### config.mk
export PLATFORM = sky130hd
export DESIGN_NAME = ram_fill_writer
export DESIGN_NICKNAME = d
export VERILOG_FILES = /design/src/rtl/ram_fill_writer.sv
export SDC_FILE = /design/constraint.sdc
export NUM_CORES = 1
export LEC_CHECK = 0
export BUFFER_PORTS_ARGS = -buffer_cell sky130_fd_sc_hd__buf_2
export CAP_MARGIN = 0
export CORE_UTILIZATION = 40
export CTS_BUF_LIST = sky130_fd_sc_hd__clkbuf_8
export CTS_CLUSTER_SIZE = 24
export DETAILED_ROUTE_END_ITERATION = 8
export PLACE_DENSITY = 0.65
export SLEW_MARGIN = 20
export SYNTH_ARGS = -nofsm -noshare
export SYNTH_HDL_FRONTEND = slang
export SYNTH_SLANG_ARGS = --single-unit
### constraint.sdc
create_clock -name clk -period 2.5 [get_ports clk]
set_input_delay 0.25 -clock clk [delete_from_list [all_inputs] [get_ports clk]]
set_output_delay 0.25 -clock clk [all_outputs]
set_load 0.005 [all_outputs]
### src/rtl/ram_fill_writer.sv
// Command-driven write/fill engine for the 32x4 dual-port RAM.
// Every fill is followed by a full read-back verify pass.
module ram_fill_writer #(
    parameter int RD_LAT = 2
) (
    input  logic       clk,
    input  logic       reset_n,
    input  logic       cmd_valid,
    output logic       cmd_ready,
    input  logic       cmd_op,
    input  logic       cmd_inc,
    input  logic [4:0] cmd_addr,
    input  logic [3:0] cmd_data,
    output logic       wr_en,
    output logic [4:0] wr_addr,
    output logic [3:0] wr_data,
    output logic       rd_own,
    output logic [4:0] rd_addr,
    input  logic [3:0] rd_q,
    output logic       busy,
    output logic       done,
    output logic       err,
    output logic [4:0] err_addr
);

    typedef enum logic [2:0] {
        S_IDLE,
        S_WRITE,
        S_FILL,
        S_VERIFY,
        S_DONE
    } state_t;

    localparam logic [5:0] VLAST = 6'(31 + RD_LAT);
    localparam int         PL    = RD_LAT - 1;

    state_t     state;
    state_t     nxt;
    logic       inc_r;
    logic [3:0] data_r;
    logic [5:0] vcnt;
    logic       hs;
    logic       fill_last;
    logic       vlast;
    logic [4:0] fill_nxt;
    logic [3:0] fill_dat;
    logic [3:0] exp_dat;

    // Verify pipeline: address and expected value travel with each read
    logic [RD_LAT-1:0] pv;
    logic [4:0]        pa [RD_LAT];
    logic [3:0]        pe [RD_LAT];

    assign cmd_ready = (state == S_IDLE);
    assign busy      = (state != S_IDLE);
    assign hs        = cmd_valid && (state == S_IDLE);
    assign fill_last = (wr_addr == 5'd31);
    assign vlast     = (vcnt == VLAST);
    assign fill_nxt  = wr_addr + 5'd1;
    assign fill_dat  = data_r + (inc_r ? fill_nxt[3:0] : 4'd0);
    assign exp_dat   = data_r + (inc_r ? rd_addr[3:0] : 4'd0);

    always_ff @(posedge clk or negedge reset_n) begin
        if (!reset_n) begin
            state <= S_IDLE;
        end else begin
            state <= nxt;
        end
    end

    always_comb begin
        nxt = state;
        unique case (state)
            S_IDLE: begin
                if (hs) begin
                    nxt = cmd_op ? S_FILL : S_WRITE;
                end
            end
            S_WRITE: nxt = S_DONE;
            S_FILL: begin
                if (fill_last) begin
                    nxt = S_VERIFY;
                end
            end
            S_VERIFY: begin
                if (vlast) begin
                    nxt = S_DONE;
                end
            end
            S_DONE:  nxt = S_IDLE;
            default: nxt = S_IDLE;
        endcase
    end

    // Strobes are registered from the next state so they line up with it
    always_ff @(posedge clk or negedge reset_n) begin
        if (!reset_n) begin
            wr_en    <= 1'b0;
            rd_own   <= 1'b0;
            done     <= 1'b0;
            wr_addr  <= 5'd0;
            wr_data  <= 4'd0;
            rd_addr  <= 5'd0;
            inc_r    <= 1'b0;
            data_r   <= 4'd0;
            vcnt     <= 6'd0;
            err      <= 1'b0;
            err_addr <= 5'd0;
        end else begin
            wr_en  <= (nxt == S_WRITE) || (nxt == S_FILL);
            rd_own <= (nxt == S_VERIFY);
            done   <= (nxt == S_DONE);
            if (hs) begin
                inc_r    <= cmd_inc;
                data_r   <= cmd_data;
                err      <= 1'b0;
                err_addr <= 5'd0;
                wr_addr  <= cmd_op ? 5'd0 : cmd_addr;
                wr_data  <= cmd_data;
            end
            if (state == S_FILL) begin
                if (fill_last) begin
                    rd_addr <= 5'd0;
                    vcnt    <= 6'd0;
                end else begin
                    wr_addr <= fill_nxt;
                    wr_data <= fill_dat;
                end
            end
            if (state == S_VERIFY) begin
                vcnt <= vcnt + 6'd1;
                if (vcnt < 6'd31) begin
                    rd_addr <= rd_addr + 5'd1;
                end
            end
            if (pv[PL] && (rd_q != pe[PL]) && !err) begin
                err      <= 1'b1;
                err_addr <= pa[PL];
            end
        end
    end

    always_ff @(posedge clk or negedge reset_n) begin
        if (!reset_n) begin
            pv <= '0;
            for (int i = 0; i < RD_LAT; i++) begin
                pa[i] <= 5'd0;
                pe[i] <= 4'd0;
            end
        end else begin
            pv[0] <= (state == S_VERIFY) && (vcnt < 6'd32);
            pa[0] <= rd_addr;
            pe[0] <= exp_dat;
            for (int i = 1; i < RD_LAT; i++) begin
                pv[i] <= pv[i-1];
                pa[i] <= pa[i-1];
                pe[i] <= pe[i-1];
            end
        end
    end

endmodule

==> results of run 1 <==
cells in the mapped netlist (all sizes together):
| cell | instances |
|---|---|
| inv | 17 |
| nor4b | 2 |
| and3b | 1 |
| a21bo | 1 |
| fa | 2 |
| ha | 11 |
| a32o | 1 |
| a21o | 4 |
| nor2 | 9 |
| mux2i | 8 |
| a41oi | 1 |
| nand4 | 1 |
| nor3b | 1 |
| and4b | 1 |
| a21oi | 7 |
| buf | 7 |
| nand3 | 10 |
| clkbuf | 2 |
| o31ai | 1 |
| o41ai | 1 |
| xnor2 | 5 |
| a32oi | 1 |
| nand3b | 1 |
| or2 | 1 |
| and3 | 5 |
| nand4bb | 1 |
| o21a | 1 |
| nand2b | 2 |
| a31oi | 4 |
| a211oi | 1 |
| or4b | 2 |
| o211a | 2 |
| or3 | 2 |
| a311oi | 1 |
| and2 | 6 |
| nor2b | 1 |
| xor2 | 6 |
| o22ai | 1 |
| dfrtp | 57 |
| xnor3 | 1 |
| nand2 | 38 |
| o21ai | 11 |
final cells by class:
cell class                 instances  area (um2)
timing repair buffer              44         225
inverter                          17        63.8
clock inverter                     7        95.1
clock buffer                       9         124
tap                               77        96.3
sequential                        57        1430
fill                             583        3230
multi-input combinational        155        1090
power groups by stage:
stage / logic (mW) / registers (mW) / clock network (mW)
global placement: 1.32 / 1.60 / 0
floorplan: 1.06 / 1.50 / 0
CTS: 1.36 / 1.60 / 0.958
finish: 1.33 / 1.60 / 0.939
detailed placement: 1.35 / 1.62 / 0
global route: 1.56 / 1.65 / 1.01
cell families (layout without fill, tap and decap cells):
family / count (synthesis) / after routing
adder cells (fa/ha/maj): 13 / 13
multiplexers: 8 / 8
buffers and inverters: 26 / 77
flip-flops: 57 / 57
XOR/XNOR: 12 / 12
AND/OR/NAND/NOR: 84 / 84
AO/OA/AOI/OAI: 38 / 38
metal layers:
metal | vias up | track usage, % | share of wire [%]
li1 | 901 | - | -
met1 | 875 | 21.7 | 48
met2 | 36 | 24.4 | 46
met3 | 9 | 4.57 | 4.0
met4 | 0 | 7.99 | 2.2
met5 | - | 0 | 0
worst max-delay path by stage:
stage	endpoint	from	cells after the start	slack (ps)
finish	wr_addr[0]$_DFF_PN0_	wr_addr[0]$_DFF_PN0_	6	140
global placement	wr_addr[0]$_DFF_PN0_	wr_addr[0]$_DFF_PN0_	6	260
floorplan	wr_addr[2]$_DFF_PN0_	wr_addr[0]$_DFF_PN0_	7	390
detailed placement	wr_addr[0]$_DFF_PN0_	wr_addr[0]$_DFF_PN0_	6	160
global route	wr_addr[0]$_DFF_PN0_	wr_addr[0]$_DFF_PN0_	6	3
CTS	wr_addr[0]$_DFF_PN0_	wr_addr[0]$_DFF_PN0_	6	130
sequential cells by signal (all words and copies together), names as in the netlist, 3 cells and up:
signal,flops
vcnt,6
pa,10
rd_addr,5
err_addr,5
data_r,4
pe,8
wr_data,4
wr_addr,5
state,3
through the flow:
stage	cell area, um2	util, %	hold WS (ps)	total power, mW	instances
6_report	3120	49.1	40.7	3.87	366
5_1_grt	3120	49.1	96.4	4.22	366
4_1_cts	3120	49.1	66.9	3.92	366
3_5_place_dp	2900	45.7	335	2.97	350
3_3_place_gp	2900	45.7	331	2.92	350
2_1_floorplan	2650	-	-45.6	2.56	238
worst max-delay path: cells and delay by family, from the launching register on:
family,cells,cell delay (ps)
compound gates,2,370
simple gates,2,920
fa+ha+maj,2,490
flops,1,450
==> impl_results.md, run 1 <==
- Status: complete, no violations
- Gp weighted congestion: 0.739
- Flops & latches, synth: 57
- Syn Inst Count: 238
- Synth area leader: dfrtp_1
- RSZ-0062 raised after global routing: false
- Netlist Area Pre-Place: 2650 um2
- Skew final: 6.31 ps
- Pin count of the biggest net entering global routing: 58
- Final period util: 94.5%
- Initial DRC Count: 93
- Highest-count cells in the layout ignoring fill and taps: dfrtp_1, buf_2, nand2_1
- # setup viols final: 0
- Vias in the first global route: 1849
- Initial Util: 41.7%
- Hold_buf cts: 0
- Hold Path Class: primary input to async pin
- Hold Fails Final Rpt: 0
- Sequential area share after synthesis: 53.9%
- Post-synthesis xor/xnor area fraction: 4.49%
- Slew @ Worst Pin: 697 ps
- P_leak: 1.63 nW
- First-pass GRT wire length: 8.80 mm
- Crit Path Max Fanout: 10
- Synth Net Count: 269
- Die Y: 83.3 um
- CTS clk-pin slew, worst paths: 70 ps
- H-tree depth: 3
- Vias/cell: 4.98
- Clock share of power: 24.3%
- Io pins: 43
- CP Class: register to register
- Yosys top cell area share: 53.9%
- Post-Synth Simple-Gate Area: 17.1%
- Critical path data arrival time: 2580 ps
- Worst-path cell chain: ha_1 -> and3_1 -> ha_1 -> or4b_1 -> a32oi_1 -> o21ai_1
- Port Buffers: 42
- Setup TNS: 0 ps
- Synth-to-layout area growth: 17.9%
- VDD IR max: 0.557 mV
- Die Area: 6940 um2
- Internal: 2.49 mW
- Post-layout nets: 315
- Worst setup SP type: register
- # DRC: 0
- Area of the core: 6350 um2
- Slowest CP cell: or4b_1
- DP Wirelength: 3.38 mm
- Post-layout minimum cycle time: 2360 ps
- Number of buffers created by CTS: 9
- Leading cell type in the layout, fill and taps excluded: dfrtp_1
- Initial antenna violation count: 0
- Rel. slew slack: 53.6%
- Total clock sinks: 57
- Diode count: 0
- ANT nets after route: 0
- Post-CTS sizing: 0
- Gr usage total: 16.3%
- CTS tree: built
- Ys Warns: 0
- NetSw: 1.38 mW
- Largest family of logic cells by synthesized area: simple AND/OR/NAND/NOR gates
- PwrDens: 1240 nW/um2
- CTS max path bufs: 2
- Worst Path Required: 2710 ps
- Horiz. Die Dim: 83.3 um
- Final WS setup: 136 ps
- Mux share of post-synthesis cell area: 3.03%
- Routed len/inst: 13.3 um
- Sw Share: 35.6%
- Syn Area/Cell: 11.1 um2
- Fin. max-slew vios: 0
- Root buf cell: clkbuf_8
- Maxcap violations: 0
- Seq pwr share: 41.3%
- Routed wire length: 4.88 mm
- Std-Cell Rows: 29
- R2R setup slack: 140 ps
- Drt first pass iters: 4
- Post-Synth Adder-Cell Area: 6.71%
- Setup crit end kind: register
- Largest stage delay, worst path: 720 ps
- Via Count: 1821
- Reg2Reg Depth: 6
- GRT overflow: 0
- Layout cell share with drive strength beyond 1: 23.9%
- Synth area leaders: dfrtp_1, nand2_1, ha_1, mux2i_1, inv_1
- Netlist cell types: 48
- Clk Latency, worst-skew pair: 340 ps
- Worst r2r dst: wr_addr[0]$_DFF_PN0_
- Synth Area in Compound Gates: 9.83%
- Peak Freq: 0.423 GHz
- Dpl ws: 159 ps
- Crit-path most repeated cell: ha_1
- Origin of the critical flop-to-flop path: wr_addr[0]$_DFF_PN0_
- Postcts setup bufs: 0
- Combinational Power Share: 34.5%
No activity file was read; power rests on OpenSTA's default activity.
==> inputs of run 2 (changes only) <==
--- a/config.mk
+++ b/config.mk
@@ -5,7 +5,7 @@
 export SDC_FILE = /design/constraint.sdc
 export NUM_CORES = 1
 export LEC_CHECK = 0
-export BUFFER_PORTS_ARGS = -buffer_cell sky130_fd_sc_hd__buf_2
+export BUFFER_PORTS_ARGS = -buffer_cell sky130_fd_sc_hd__clkbuf_2
 export CAP_MARGIN = 0
 export CORE_UTILIZATION = 40
 export CTS_BUF_LIST = sky130_fd_sc_hd__clkbuf_8
==> impl_results.md, run 2 (same netlist as run 1, synthesis figures left out) <==
- First-pass GRT wire length: 8.47 mm (-3.8%)
- CTS tree: built
- Rel. slew slack: 52.5% (-1.0 points)
- Leading cell type in the layout, fill and taps excluded: dfrtp_1
- Worst-path cell chain: ha_1 -> and3_1 -> ha_1 -> or4b_1 -> nand2_2 -> a21oi_1 -> a311oi_2
- Routed wire length: 4.98 mm (+2.1%)
- Die Y: 83.3 um (unchanged)
- CTS clk-pin slew, worst paths: 60 ps (about the same)
- Final Power: 3.92 mW (+1.3%)
- Gr usage total: 15.7% (-0.53 points)
- Largest stage delay, worst path: 720 ps (about the same)
- Diode count: 0 (unchanged)
- Via Count: 1808 (-0.71%)
- Setup crit end kind: register
- Layout cell share with drive strength beyond 1: 23.9% (unchanged)
- Crit-path most repeated cell: ha_1
- Postcts setup bufs: 0 (unchanged)
- CTS max path bufs: 2 (unchanged)
- Number of flip-flops in the largest register: 10 (unchanged)
- Vias in the first global route: 1776 (-3.9%)
- Post-layout nets: 315 (unchanged)
- Post-CTS sizing: 0 (unchanged)
- CP Class: register to register
- Crit Path Max Fanout: 10 (unchanged)
- Drt first pass iters: 4 (unchanged)
- Final period util: 93.1% (-1.5 points)
- Top reg by flops: pa
- Pin count of the biggest net entering global routing: 58 (unchanged)
- Fin. max-slew vios: 0 (unchanged)
- GRT overflow: 0 (unchanged)
- Hold Path Class: primary input to async pin
- Worst Path Required: 2740 ps (+30 ps)
- Hold Fails Final Rpt: 0 (unchanged)
- Std-Cell Rows: 29 (unchanged)
- ANT nets after route: 0 (unchanged)
- Critical path data arrival time: 2570 ps (about the same)
- Number of buffers created by CTS: 9 (unchanged)
- DP Cell Count: 350 (unchanged)
- Port Buffers: 42 (unchanged)
- PwrDens: 1250 nW/um2 (+0.95%)
- Die Area: 6940 um2 (unchanged)
- Hold_buf cts: 0 (unchanged)
- RSZ-0062 raised after global routing: false
- Gp weighted congestion: 0.743 (+0.54%)
- Status: complete, no violations
- Peak Freq: 0.430 GHz (+1.6%)
- Synth-to-layout area growth: 18.3%
- Regs by FF count: pa x10, pe x8, vcnt x6
- Routed len/inst: 13.6 um (+2.1%)
- Initial antenna violation count: 0 (unchanged)
- Worst setup SP type: register
- Skew final: 7.68 ps (+1.37 ps)
- # setup viols final: 0 (unchanged)
- Area of the core: 6350 um2 (unchanged)
- Final non-filler cell total: 366 (unchanged)
- Io pins: 43 (unchanged)
- Initial Util: 41.7% (unchanged)
- Clk Latency, worst-skew pair: 330 ps (about the same)
- Initial DRC Count: 77 (-17%)
- Vias/cell: 4.94 (-0.71%)
- Root buf cell: clkbuf_8
- Layout Utilization: 49.3% (+0.16 points)
- Setup TNS: 0 ps (unchanged)
- P_leak: 1.63 nW (+0.19%)
- H-tree depth: 3 (unchanged)
- Slowest CP cell: or4b_1
- Post-layout minimum cycle time: 2330 ps (-37.2 ps)
- VDD IR max: 0.617 mV (+11%)
- # DRC: 0 (unchanged)
- Slew @ Worst Pin: 712 ps (+15.3 ps)
- Total clock sinks: 57 (unchanged)
- DP Wirelength: 3.38 mm (about the same)
- Highest-count cells in the layout ignoring fill and taps: dfrtp_1, clkbuf_2, nand2_1
- Maxcap violations: 0 (unchanged)
- Horiz. Die Dim: 83.3 um (unchanged)
## run 2: cell count changes in the layout (fill, tap and decap cells not counted)
cell and change:
clkbuf_8 +2, clkbuf_2 +42, buf_2 -42, clkinv_4 -2
## run 2: where the power goes
| part | switching (mW) | internal, mW | total (mW) | leakage (nW) |
|---|---|---|---|---|
| Clock | 0.368 | 0.612 | 0.979 | 0.115 |
| Sequential | 0.326 | 1.28 | 1.60 | 0.730 |
| Combinational | 0.681 | 0.654 | 1.33 | 0.787 |
## run 2: layout make-up
type	count	area (um2)
clock buffers	11	151
clock inverters	5	77.6
fillers	568	3220
inverters	17	63.8
multi-input cells	155	1090
flip-flops and latches	57	1430
well taps	77	96.3
repair buffers	44	225
## run 2: path summary, 6_finish.rpt
path / from / to / cells past startpoint / slack [ps]
setup / recovery: wr_addr[0]$_DFF_PN0_ / wr_addr[2]$_DFF_PN0_ / 7 / 170
hold / removal: reset_n / err_addr[4]$_DFFE_PN0P_ / 2 / 50
setup reg to reg: wr_addr[0]$_DFF_PN0_ / wr_addr[2]$_DFF_PN0_ / 7 / 170
hold reg to reg: pe[7]$_DFF_PN0_ / pe[3]$_DFF_PN0_ / 0 / 350
max in group asynchronous: reset_n / wr_addr[0]$_DFF_PN0_ / 2 / 1970
min in group clk: cmd_inc / inc_r$_DFFE_PN0P_ / 3 / 120
## run 2: critical path: cells and delay by family (launching register included)
family | cells | cell delay, ps
AOI/OAI and AO/OA | 2 | 250
and+or+nand+nor | 3 | 1050
DFF | 1 | 440
adders and majority gates | 2 | 490
## run 2: layer usage
metal  up-vias  wire (um)  GRT usage (%)
li1        903          -              -
met1       857       2410           21.3
met3        11        176           3.58
met2        37       2240           23.1
met4         0        147           9.40
met5         -          0              0
## run 2: per-stage QoR
stage / area [um2] / worst slack (ps) / hold slack (ps)
2_1_floorplan: 2650 / 390 / -45.6
3_3_place_gp: 2900 / 261 / 331
3_5_place_dp: 2900 / 199 / 335
4_1_cts: 3130 / 188 / 76.6
5_1_grt: 3130 / 18.1 / 121
6_report: 3130 / 174 / 54.2
==> inputs of run 3 (changes only) <==
==> constraint.sdc (replaced) <==
create_clock -name clk -period 2.6 [get_ports clk]
set_input_delay 0.26 -clock clk [delete_from_list [all_inputs] [get_ports clk]]
set_output_delay 0.26 -clock clk [all_outputs]
set_load 0.005 [all_outputs]
==> impl_results.md, run 3 (same netlist as run 1, synthesis figures left out) <==
- Post-layout nets: 315 (unchanged)
- Area of the multi-input gates: 1090 um2 (unchanged)
- Diode count: 0 (unchanged)
- Regs by FF count: pa x10, pe x8, vcnt x6
- Postcts setup bufs: 0 (unchanged)
- H-tree depth: 3 (unchanged)
- DP Wirelength: 3.39 mm (+0.17%)
- Initial antenna violation count: 0 (unchanged)
- Maxcap violations: 0 (unchanged)
- Gr usage total: 15.7% (-0.058 points)
- Total clock sinks: 57 (unchanged)
- Reg area: 1430 um2 (unchanged)
- Gp weighted congestion: 0.744 (about the same)
- Skew final: 5.82 ps (-1.86 ps)
- Crit Path Max Fanout: 10 (unchanged)
- Fin. max-slew vios: 0 (unchanged)
- RSZ-0062 raised after global routing: false
- Post-CTS sizing: 0 (unchanged)
- CTS clk-pin slew, worst paths: 60 ps (about the same)
- Number of fill cells: 584 (+2.8%)
- Layout Utilization: 48.8% (-0.51 points)
- Vias in the first global route: 1791 (+0.84%)
- Peak Freq: 0.429 GHz (-0.22%)
- Post-layout minimum cycle time: 2330 ps (+5.17 ps)
- Die Y: 83.3 um (unchanged)
- Initial Util: 41.7% (unchanged)
- Die Area: 6940 um2 (unchanged)
- Setup crit end kind: register
- Status: complete, no violations
- Hold_buf cts: 0 (unchanged)
- Horiz. Die Dim: 83.3 um (unchanged)
- CP Class: register to register
- ANT nets after route: 0 (unchanged)
- Vias/cell: 4.97 (+0.61%)
- # setup viols final: 0 (unchanged)
- Area of the core: 6350 um2 (unchanged)
- First-pass GRT wire length: 8.49 mm (+0.25%)
- Hold Path Class: primary input to async pin
- Synth-to-layout area growth: 17.0%
- # DRC: 0 (unchanged)
- Std-Cell Rows: 29 (unchanged)
- Top reg by flops: pa
- Routed wire length: 4.88 mm (-2.0%)
- Worst Path Required: 2810 ps (+70 ps)
- Root buf cell: clkbuf_8
- CTS tree: built
- Final period util: 89.7% (-3.4 points)
- Setup TNS: 0 ps (unchanged)
- CTS max path bufs: 2 (unchanged)
- Port Buffers: 42 (unchanged)
- Rel. slew slack: 52.5% (-0.070 points)
- PwrDens: 1170 nW/um2 (-6.5%)
- Io pins: 43 (unchanged)
- Highest-count cells in the layout ignoring fill and taps: dfrtp_1, clkbuf_2, nand2_1
- Routed len/inst: 13.3 um (-2.0%)
- Drt first pass iters: 4 (unchanged)
- Worst setup SP type: register
- Hold Fails Final Rpt: 0 (unchanged)
- Slew @ Worst Pin: 713 ps (+1.05 ps)
- P_leak: 1.62 nW (-0.97%)
- R2R setup slack: 270 ps (+90 ps)
- Pin count of the biggest net entering global routing: 58 (unchanged)
- Layout cell share with drive strength beyond 1: 23.5% (-0.35 points)
- Number of buffers created by CTS: 9 (unchanged)
- Number of flip-flops in the largest register: 10 (unchanged)
- Initial DRC Count: 109 (+42%)
- Clk Latency, worst-skew pair: 330 ps (about the same)
- GRT overflow: 0 (unchanged)
- VDD IR max: 0.534 mV (-14%)
- Leading cell type in the layout, fill and taps excluded: dfrtp_1
- Critical path data arrival time: 2540 ps (-30 ps)
- Via Count: 1819 (+0.61%)
[run 3: changes by cell type in the layout (fill, tap and decap cells not counted)]
cell        change
bufinv_16       -1
clkbuf_8        -1
clkinvlp_4      +1
inv_1           +1
[run 3: critical path, cell delays in order (launching register included)]
cell,delay [ps]
dfrtp_1,440
ha_1,280
and3_1,200
ha_1,210
or4b_1,710
a32oi_1,280
o21ai_1,90
[run 3: final cells by class]
cell class                      instances  area share [%]
Tap cell                               77            3.11
Clock buffer                           10            4.44
Clock inverter                          6            1.90
Inverter                               17            2.06
Timing Repair Buffer                   44            7.27
Multi-Input combinational cell        155            35.2
Sequential cell                        57            46.1
[run 3: per-stage QoR]
stage / cell area, um2 / setup WS, ps / std cells / total power, mW / hold WS (ps)
final: 3100 / 268 / 366 / 3.63 / 67.6
after global routing: 3100 / 82.5 / 366 / 3.94 / 137
after CTS: 3100 / 269 / 366 / 3.67 / 87.6
after detailed placement: 2900 / 263 / 350 / 2.85 / 335
after global placement: 2900 / 355 / 350 / 2.81 / 331
after floorplan: 2650 / 490 / 238 / 2.47 / -35.6
[run 3: metal layers]
metal  routed length (um)  GRT usage (%)  vias up
met5                    0              0        -
met4                  106           8.93        0
met3                  137           3.08       12
met2                 2240           23.1       34
met1                 2390           21.6      869
li1                     -              -      904
[run 3: where the power goes]
part / switching (mW) / internal, mW
Combinational: 0.657 / 0.625
Clock: 0.343 / 0.461
Sequential: 0.312 / 1.23
Total: 1.31 / 2.31
[run 3: worst paths after layout]
| path | endpoint | startpoint | cells past startpoint |
|---|---|---|---|
| max | wr_addr[0]$_DFF_PN0_ | wr_addr[0]$_DFF_PN0_ | 6 |
| min | err_addr[2]$_DFFE_PN0P_ | reset_n | 2 |
| max reg2reg | wr_addr[0]$_DFF_PN0_ | wr_addr[0]$_DFF_PN0_ | 6 |
| min reg2reg | pa[0]$_DFF_PN0_ | pa[5]$_DFF_PN0_ | 0 |
| max in group asynchronous | vcnt[1]$_DFFE_PN0P_ | reset_n | 2 |
| min in group clk | inc_r$_DFFE_PN0P_ | cmd_inc | 3 |
